--- src/rtl/ct_ifu_icache_tag_ctrl.sv ---
// ---------------------------------------------------------------------------
// ct_ifu_icache_tag_ctrl
// Access controller for the 2-way I-cache tag SRAM. Arbitrates an
// invalidate-all sequencer, refill tag writes and fetch tag reads onto the
// single-port tag array, and registers the SRAM pins.
//
// Ports:
//   forever_cpuclk          clock
//   cpurst                  synchronous reset, active-high
//   cp0_ifu_icache_inv_req  invalidate-all request (level, sampled in IDLE)
//   ifu_tag_wr_req/idx/way/tag, ifu_tag_wr_ack   refill write channel
//   ifu_tag_rd_req/idx, ifu_tag_rd_grant         fetch read request channel
//   ifu_tag_rd_vld, ifu_tag_rd_data              read return (grant + 2)
//   icache_ifu_tag_dout     SRAM Q
//   ifu_icache_index, ifu_icache_tag_cen_b, ifu_icache_tag_wen,
//   ifu_icache_tag_din      registered SRAM pins
//   ifu_icache_tag_clk_en   tag clock local enable
//   ifu_tag_inv_busy/done   invalidate sequencer status
//
// Tag word: [58] LRU, [57:29] way1 {valid,tag}, [28:0] way0 {valid,tag}.
// ---------------------------------------------------------------------------
module ct_ifu_icache_tag_ctrl #(
    parameter int INDEX_W = 8
) (
    input  logic               forever_cpuclk,
    input  logic               cpurst,
    input  logic               cp0_ifu_icache_inv_req,
    input  logic               ifu_tag_wr_req,
    input  logic [INDEX_W-1:0] ifu_tag_wr_idx,
    input  logic               ifu_tag_wr_way,
    input  logic [27:0]        ifu_tag_wr_tag,
    output logic               ifu_tag_wr_ack,
    input  logic               ifu_tag_rd_req,
    input  logic [INDEX_W-1:0] ifu_tag_rd_idx,
    output logic               ifu_tag_rd_grant,
    output logic               ifu_tag_rd_vld,
    input  logic [58:0]        icache_ifu_tag_dout,
    output logic [58:0]        ifu_tag_rd_data,
    output logic [15:0]        ifu_icache_index,
    output logic               ifu_icache_tag_cen_b,
    output logic [2:0]         ifu_icache_tag_wen,
    output logic [58:0]        ifu_icache_tag_din,
    output logic               ifu_icache_tag_clk_en,
    output logic               ifu_tag_inv_busy,
    output logic               ifu_tag_inv_done
);

    localparam logic [1:0] ST_IDLE = 2'd0;
    localparam logic [1:0] ST_INV  = 2'd1;
    localparam logic [1:0] ST_DONE = 2'd2;
    localparam logic [INDEX_W-1:0] CNT_MAX = '1;

    logic [1:0]         r_state;
    logic [INDEX_W-1:0] r_cnt;
    logic               r_cen_b;
    logic [2:0]         r_wen;
    logic [15:0]        r_index;
    logic [58:0]        r_din;
    logic               r_rd_p1;
    logic               r_rd_vld;

    logic               w_inv_gnt;
    logic               w_wr_gnt;
    logic               w_rd_gnt;
    logic [58:0]        w_din_wr;
    logic [2:0]         w_wen_wr;
    logic               w_cen_b_next;
    logic [2:0]         w_wen_next;
    logic [15:0]        w_index_next;
    logic [58:0]        w_din_next;

    // Set index lands on address bits [INDEX_W+4:5]; the low 5 bits are the
    // line offset and are always zero on the tag array.
    function automatic logic [15:0] set_to_addr(input logic [INDEX_W-1:0] set);
        logic [15:0] addr;
        addr = '0;
        addr[INDEX_W+4:5] = set;
        return addr;
    endfunction

    // Grants are suppressed while reset is asserted so no ack escapes.
    assign w_inv_gnt = !cpurst && (r_state == ST_INV);
    assign w_wr_gnt  = !cpurst && (r_state == ST_IDLE) && ifu_tag_wr_req;
    assign w_rd_gnt  = !cpurst && (r_state == ST_IDLE) && !ifu_tag_wr_req && ifu_tag_rd_req;

    // Refill write: only the selected way field is enabled; LRU is always
    // written and points at the other way.
    genvar gi;
    generate
        for (gi = 0; gi < 2; gi++) begin : g_way
            assign w_din_wr[gi*29 +: 29] = (ifu_tag_wr_way == 1'(gi)) ? {1'b1, ifu_tag_wr_tag} : 29'd0;
            assign w_wen_wr[gi]          = (ifu_tag_wr_way != 1'(gi));
        end
    endgenerate
    assign w_din_wr[58] = ~ifu_tag_wr_way;
    assign w_wen_wr[2]  = 1'b0;

    always_comb begin
        w_cen_b_next = 1'b1;
        w_wen_next   = 3'b111;
        w_index_next = r_index;
        w_din_next   = r_din;
        if (w_inv_gnt) begin
            w_cen_b_next = 1'b0;
            w_wen_next   = 3'b000;
            w_index_next = set_to_addr(r_cnt);
            w_din_next   = '0;
        end else if (w_wr_gnt) begin
            w_cen_b_next = 1'b0;
            w_wen_next   = w_wen_wr;
            w_index_next = set_to_addr(ifu_tag_wr_idx);
            w_din_next   = w_din_wr;
        end else if (w_rd_gnt) begin
            w_cen_b_next = 1'b0;
            w_index_next = set_to_addr(ifu_tag_rd_idx);
            w_din_next   = '0;
        end
    end

    always_ff @(posedge forever_cpuclk) begin
        if (cpurst) begin
            r_state  <= ST_IDLE;
            r_cnt    <= '0;
            r_cen_b  <= 1'b1;
            r_wen    <= 3'b111;
            r_index  <= '0;
            r_din    <= '0;
            r_rd_p1  <= 1'b0;
            r_rd_vld <= 1'b0;
        end else begin
            r_cen_b  <= w_cen_b_next;
            r_wen    <= w_wen_next;
            r_index  <= w_index_next;
            r_din    <= w_din_next;
            r_rd_p1  <= w_rd_gnt;
            r_rd_vld <= r_rd_p1;
            case (r_state)
                ST_IDLE: if (cp0_ifu_icache_inv_req) r_state <= ST_INV;
                ST_INV: begin
                    if (r_cnt == CNT_MAX) begin
                        r_state <= ST_DONE;
                        r_cnt   <= '0;
                    end else begin
                        r_cnt   <= r_cnt + 1'b1;
                    end
                end
                ST_DONE: r_state <= ST_IDLE;
                default: r_state <= ST_IDLE;
            endcase
        end
    end

    assign ifu_tag_wr_ack        = w_wr_gnt;
    assign ifu_tag_rd_grant      = w_rd_gnt;
    assign ifu_tag_rd_vld        = r_rd_vld;
    assign ifu_tag_rd_data       = r_rd_vld ? icache_ifu_tag_dout : 59'd0;
    assign ifu_icache_index      = r_index;
    assign ifu_icache_tag_cen_b  = r_cen_b;
    assign ifu_icache_tag_wen    = r_wen;
    assign ifu_icache_tag_din    = r_din;
    // Enabled for the grant cycle, the SRAM access cycle and the output cycle.
    assign ifu_icache_tag_clk_en = w_inv_gnt | w_wr_gnt | w_rd_gnt | ~r_cen_b | r_rd_vld;
    assign ifu_tag_inv_busy      = (r_state != ST_IDLE);
    assign ifu_tag_inv_done      = (r_state == ST_DONE);

endmodule

--- config.mk ---
export PLATFORM = sky130hd
export DESIGN_NAME = ct_ifu_icache_tag_ctrl
export DESIGN_NICKNAME = d
export VERILOG_FILES = /design/src/rtl/ct_ifu_icache_tag_ctrl.sv
export SDC_FILE = /design/constraint.sdc
export NUM_CORES = 1
export LEC_CHECK = 0
export ABC_AREA = 1
export CAP_MARGIN = 0
export CORE_ASPECT_RATIO = 1.5
export CORE_MARGIN = 3
export CORE_UTILIZATION = 37
export CTS_CLUSTER_DIAMETER = 50
export DETAILED_ROUTE_END_ITERATION = 7
export PLACE_DENSITY = 0.82
export SLEW_MARGIN = 20
export SYNTH_ARGS = -nofsm -noshare
export SYNTH_HDL_FRONTEND = slang
export SYNTH_SLANG_ARGS = --single-unit
export TNS_END_PERCENT = 30
--- constraint.sdc ---
create_clock -name forever_cpuclk -period 3.42 [get_ports forever_cpuclk]
set_input_delay 0.342 -clock forever_cpuclk [delete_from_list [all_inputs] [get_ports forever_cpuclk]]
set_output_delay 0.342 -clock forever_cpuclk [all_outputs]
set_load 0.02 [all_outputs]
==> impl.org <==
** Status
- The run finished with clean final reports.

** STA
- Max Freq :: 357.8 MHz
- The count of final hold-check violations came to 0.
- Between clock sinks in the finished design, the worst skew comes to 0.009658 ns.
- Transition at the pin with the smallest max-transition slack :: ~1 ns
- Number of max-slew violations in the final report :: 0
- Share of the cycle needed by the critical path after routing :: 81.72%
- Setup violations remaining at the end of the flow were counted as 0.
- Counting I/O delays and the setup requirement, the final critical path takes about 2.8 ns.
- RSZ-0062 raised after global routing :: false
- Total negative slack :: 0 ns
- Max_slew headroom :: between 30% and 40%

** Min path
- The worst hold path belongs to the class flop to flop.

** Detailed routing
- The first detailed-routing pass ran for 4 iterations.
- Number of vias per cell :: 4.814
- Summed over all layers, the routed wires come to approximately 16 mm.
- Via count :: 4549
- Avg WL per Cell :: 16.48 um
- In the routed design, unresolved DRC markers number 0.
- Initial DRC count :: 235
- The count of nets left with antenna violations once routing finished came out at 0.

** GRT
- Entering global routing, the biggest net connects 62 pins.
- Via count of the first global-routing pass :: 4373
- The initial antenna violation count came to 0.
- Met2 layer usage reported by global route :: between 40 and 50%
- The first global-routing pass estimated approximately 23 mm of wire.
- Across every metal layer, demand over resource in global routing totals 25.74%.
- For this run, global-route usage on met1 was measured as 27.69%.
- For this run the aggregate overflow at the end of global routing stands at 0.
- Most congested layer reported by global routing :: met2
- Global routing consumed, on the met3 layer, 14.43% of the routing resources.

** Floorplan
- Initial core utilization :: 37.94%
- The floorplan step defined a die boundary enclosing approximately 0.012 mm^2.
- After floorplanning, the core was sized to cover 0.01013 mm^2.
- Number of top-level pins :: 253
- Measured along the x axis, the die boundary spans 89.24 um.
- Die Height :: about 130 um
- The floorplan has 45 rows.

** Cells and area
- Synth-to-Final Area Change :: 71.82%
- Fill cells in the final layout number 875.
- The repair_antennas step left the layout with diodes totalling 0.
- After routing the design area is 0.006606 mm^2.
- Of the cells placed in the final design, the portion with a size suffix greater than 1 is 3.986%.
- Number of nets in the layout :: 933

** Power and ir drop
- IR analysis of the VDD net gives a maximum drop of 0.3049 mV.
- In this run the power density over the cells is 373.5 mW/mm^2.
- Total leakage power :: 3.012 nW

** Clock tree
- Hold repair after CTS inserted 0 buffers.
- CTS resizes :: 0
- Worst-Skew Late Latency :: around 0.34 ns
- TritonCTS clock tree :: done
- CTS Buf Count :: 9
- Clock Root Buffer :: sky130_fd_sc_hd__clkbuf_16
- Setup Buffers After CTS :: 0
- Counting along the longest clock path gives a buffer depth of 2.
- Clock transition at path regs :: about 0.06 ns
- CTS built an H-tree with a depth of 3.
- CTS saw 82 sinks.

** Yosys
- The Yosys step of the flow raised 0 warnings.
- Flops & latches, synth :: between 80 and 90
- Post-synthesis sequential area ratio :: 42.69%
- Synthesized instance count :: 596
- Post-synthesis instance area :: approximately 0.0038 mm^2
- Cell variety after synth :: 23
- Avg Synthesized Cell Area :: 6.451 um^2

** Placement
- Routability congestion estimate :: 0.8595
- In this run the cell area measured after placement is 0.006294 mm^2.
- The count of buffers added on input and output ports is 244.
- Detailed placement finished with a half-perimeter wire length of 12.29 mm.

** Setup path
- Required time at the worst-slack endpoint :: 3.08 ns
- STA classifies the critical path startpoint as a primary input.
- Largest stage delay, worst path :: 0.60 ns
- R2R Setup Slk :: 1.41 ns
- For the worst setup path, the data arrival time is 2.45 ns.
- Cells along the critical path :: clkdlybuf4s50_1 > inv_2 > nand3_1 > nand3_1 > inv_1 > nand3b_1 > clkdlybuf4s50_1
- Max Fanout on Critical Path :: 24
- By startpoint and endpoint, the worst setup path is classified as primary input to primary output.
- Master of the slowest instance on the critical path :: sky130_fd_sc_hd__clkdlybuf4s50_1
- The worst setup path is captured at a primary output.

** Run
- The tool flagged a number of max-cap violations equal to 0.
worst paths after layout:
path / startpoint / end / cells after the start
hold / removal: r_rd_p1 / ifu_tag_rd_vld / 2
setup / recovery: cpurst / ifu_icache_tag_clk_en / 7
setup reg to reg: r_state[1] / ifu_icache_tag_din[5] / 7
hold reg to reg: r_rd_p1 / ifu_tag_rd_vld / 2
logic make-up (layout without fill, tap and decap cells):
| kind of cell | after synthesis | count (layout) | synth area share [%] |
|---|---|---|---|
| AOI/OAI and AO/OA | 73 | 73 | 9.828 |
| and+or+nand+nor | 294 | 294 | 30.95 |
| other | 1 | 8 | 0.09753 |
| DFF | 82 | 82 | 42.69 |
| adders and majority gates | 1 | 1 | 0.3254 |
| buffers and inverters | 145 | 370 | 16.11 |
cell usage after synthesis:
cell type	n	area share (%)
sky130_fd_sc_hd__nand4_1	10	1.6
sky130_fd_sc_hd__clkbuf_1	13	1.3
sky130_fd_sc_hd__buf_4	11	2.1
sky130_fd_sc_hd__nand3_1	14	1.8
sky130_fd_sc_hd__ha_1	1	0.33
sky130_fd_sc_hd__nor3b_1	1	0.20
sky130_fd_sc_hd__a211oi_1	1	0.20
sky130_fd_sc_hd__o21ai_0	8	1.0
sky130_fd_sc_hd__buf_2	15	2.0
sky130_fd_sc_hd__nand2_2	1	0.16
sky130_fd_sc_hd__nor2_1	26	2.5
sky130_fd_sc_hd__nand3b_1	8	1.6
sky130_fd_sc_hd__inv_1	101	9.9
sky130_fd_sc_hd__conb_1	1	0.098
sky130_fd_sc_hd__nand2_1	230	22
sky130_fd_sc_hd__inv_2	3	0.29
sky130_fd_sc_hd__o211ai_2	1	0.33
sky130_fd_sc_hd__nor3_1	2	0.26
sky130_fd_sc_hd__buf_6	2	0.59
sky130_fd_sc_hd__nor2_2	2	0.33
sky130_fd_sc_hd__o21bai_1	1	0.20
sky130_fd_sc_hd__dfxtp_1	82	43
sky130_fd_sc_hd__a21oi_1	62	8.1
critical path, delay by kind of cell:
| family | cells | cell delay [ns] |
|---|---|---|
| simple gates | 3 | 0.50 |
| buf+inv | 4 | 1.61 |
power by group:
group	internal, mW	total [mW]	switching [mW]
clock	0.595	1.00	0.407
sequential	0.987	1.01	0.0224
combinational	0.225	0.457	0.231
total	1.81	2.47	0.661
through the flow:
stage / hold WS [ns] / instances / utilization (%) / power, mW / worst slack [ns]
finish: 0.4193 / 945 / 65.19 / 2.467 / 0.6253
floorplan: 0.3883 / 603 / - / 1.232 / 1.938
detailed placement: 0.4169 / 929 / 62.10 / 1.486 / 0.6425
global route: 0.4340 / 945 / 65.19 / 2.560 / 0.4754
CTS: 0.4309 / 945 / 65.19 / 2.484 / 0.6155
global placement: 0.4150 / 929 / 62.10 / 1.478 / 0.7090
layer usage:
| layer | vias to the layer above | share of wire [%] |
|---|---|---|
| met3 | 20 | 16 |
| met2 | 231 | 47 |
| met5 | - | 0 |
| met4 | 0 | 2.0 |
| li1 | 2225 | - |
| met1 | 2073 | 35 |
area by class of cell:
class | count | area, um^2 | share of cell area [%]
well taps | 117 | 146.4 | 2.216
clock inverters | 6 | 73.82 | 1.117
repair buffers | 250 | 2487 | 37.65
flip-flops and latches | 82 | 1643 | 24.87
inverters | 104 | 390.4 | 5.909
clock buffers | 10 | 239.0 | 3.617
multi-input cells | 376 | 1627 | 24.62
sequential cells by signal (all words and copies together) (netlist names):
name and count:
ifu_tag_rd_vld 1, r_cnt 8, ifu_icache_tag_cen_b 1, r_rd_p1 1
r_state 2, ifu_icache_tag_din 58, ifu_icache_tag_wen 3, ifu_icache_index 8
layout by cell type (no fill, tap or decap), drive strengths merged, types with 8 or more instances in the layout:
cell type / netlist / routed
nor2: 28 / 28
conb: 1 / 8
nand4: 10 / 10
a21oi: 62 / 62
nand3: 14 / 14
nand3b: 8 / 8
clkdlybuf4s50: 0 / 244
inv: 104 / 106
clkbuf: 13 / 10
o21ai: 8 / 8
dfxtp: 82 / 82
nand2: 231 / 231
Power figures use the tool's default switching activity.
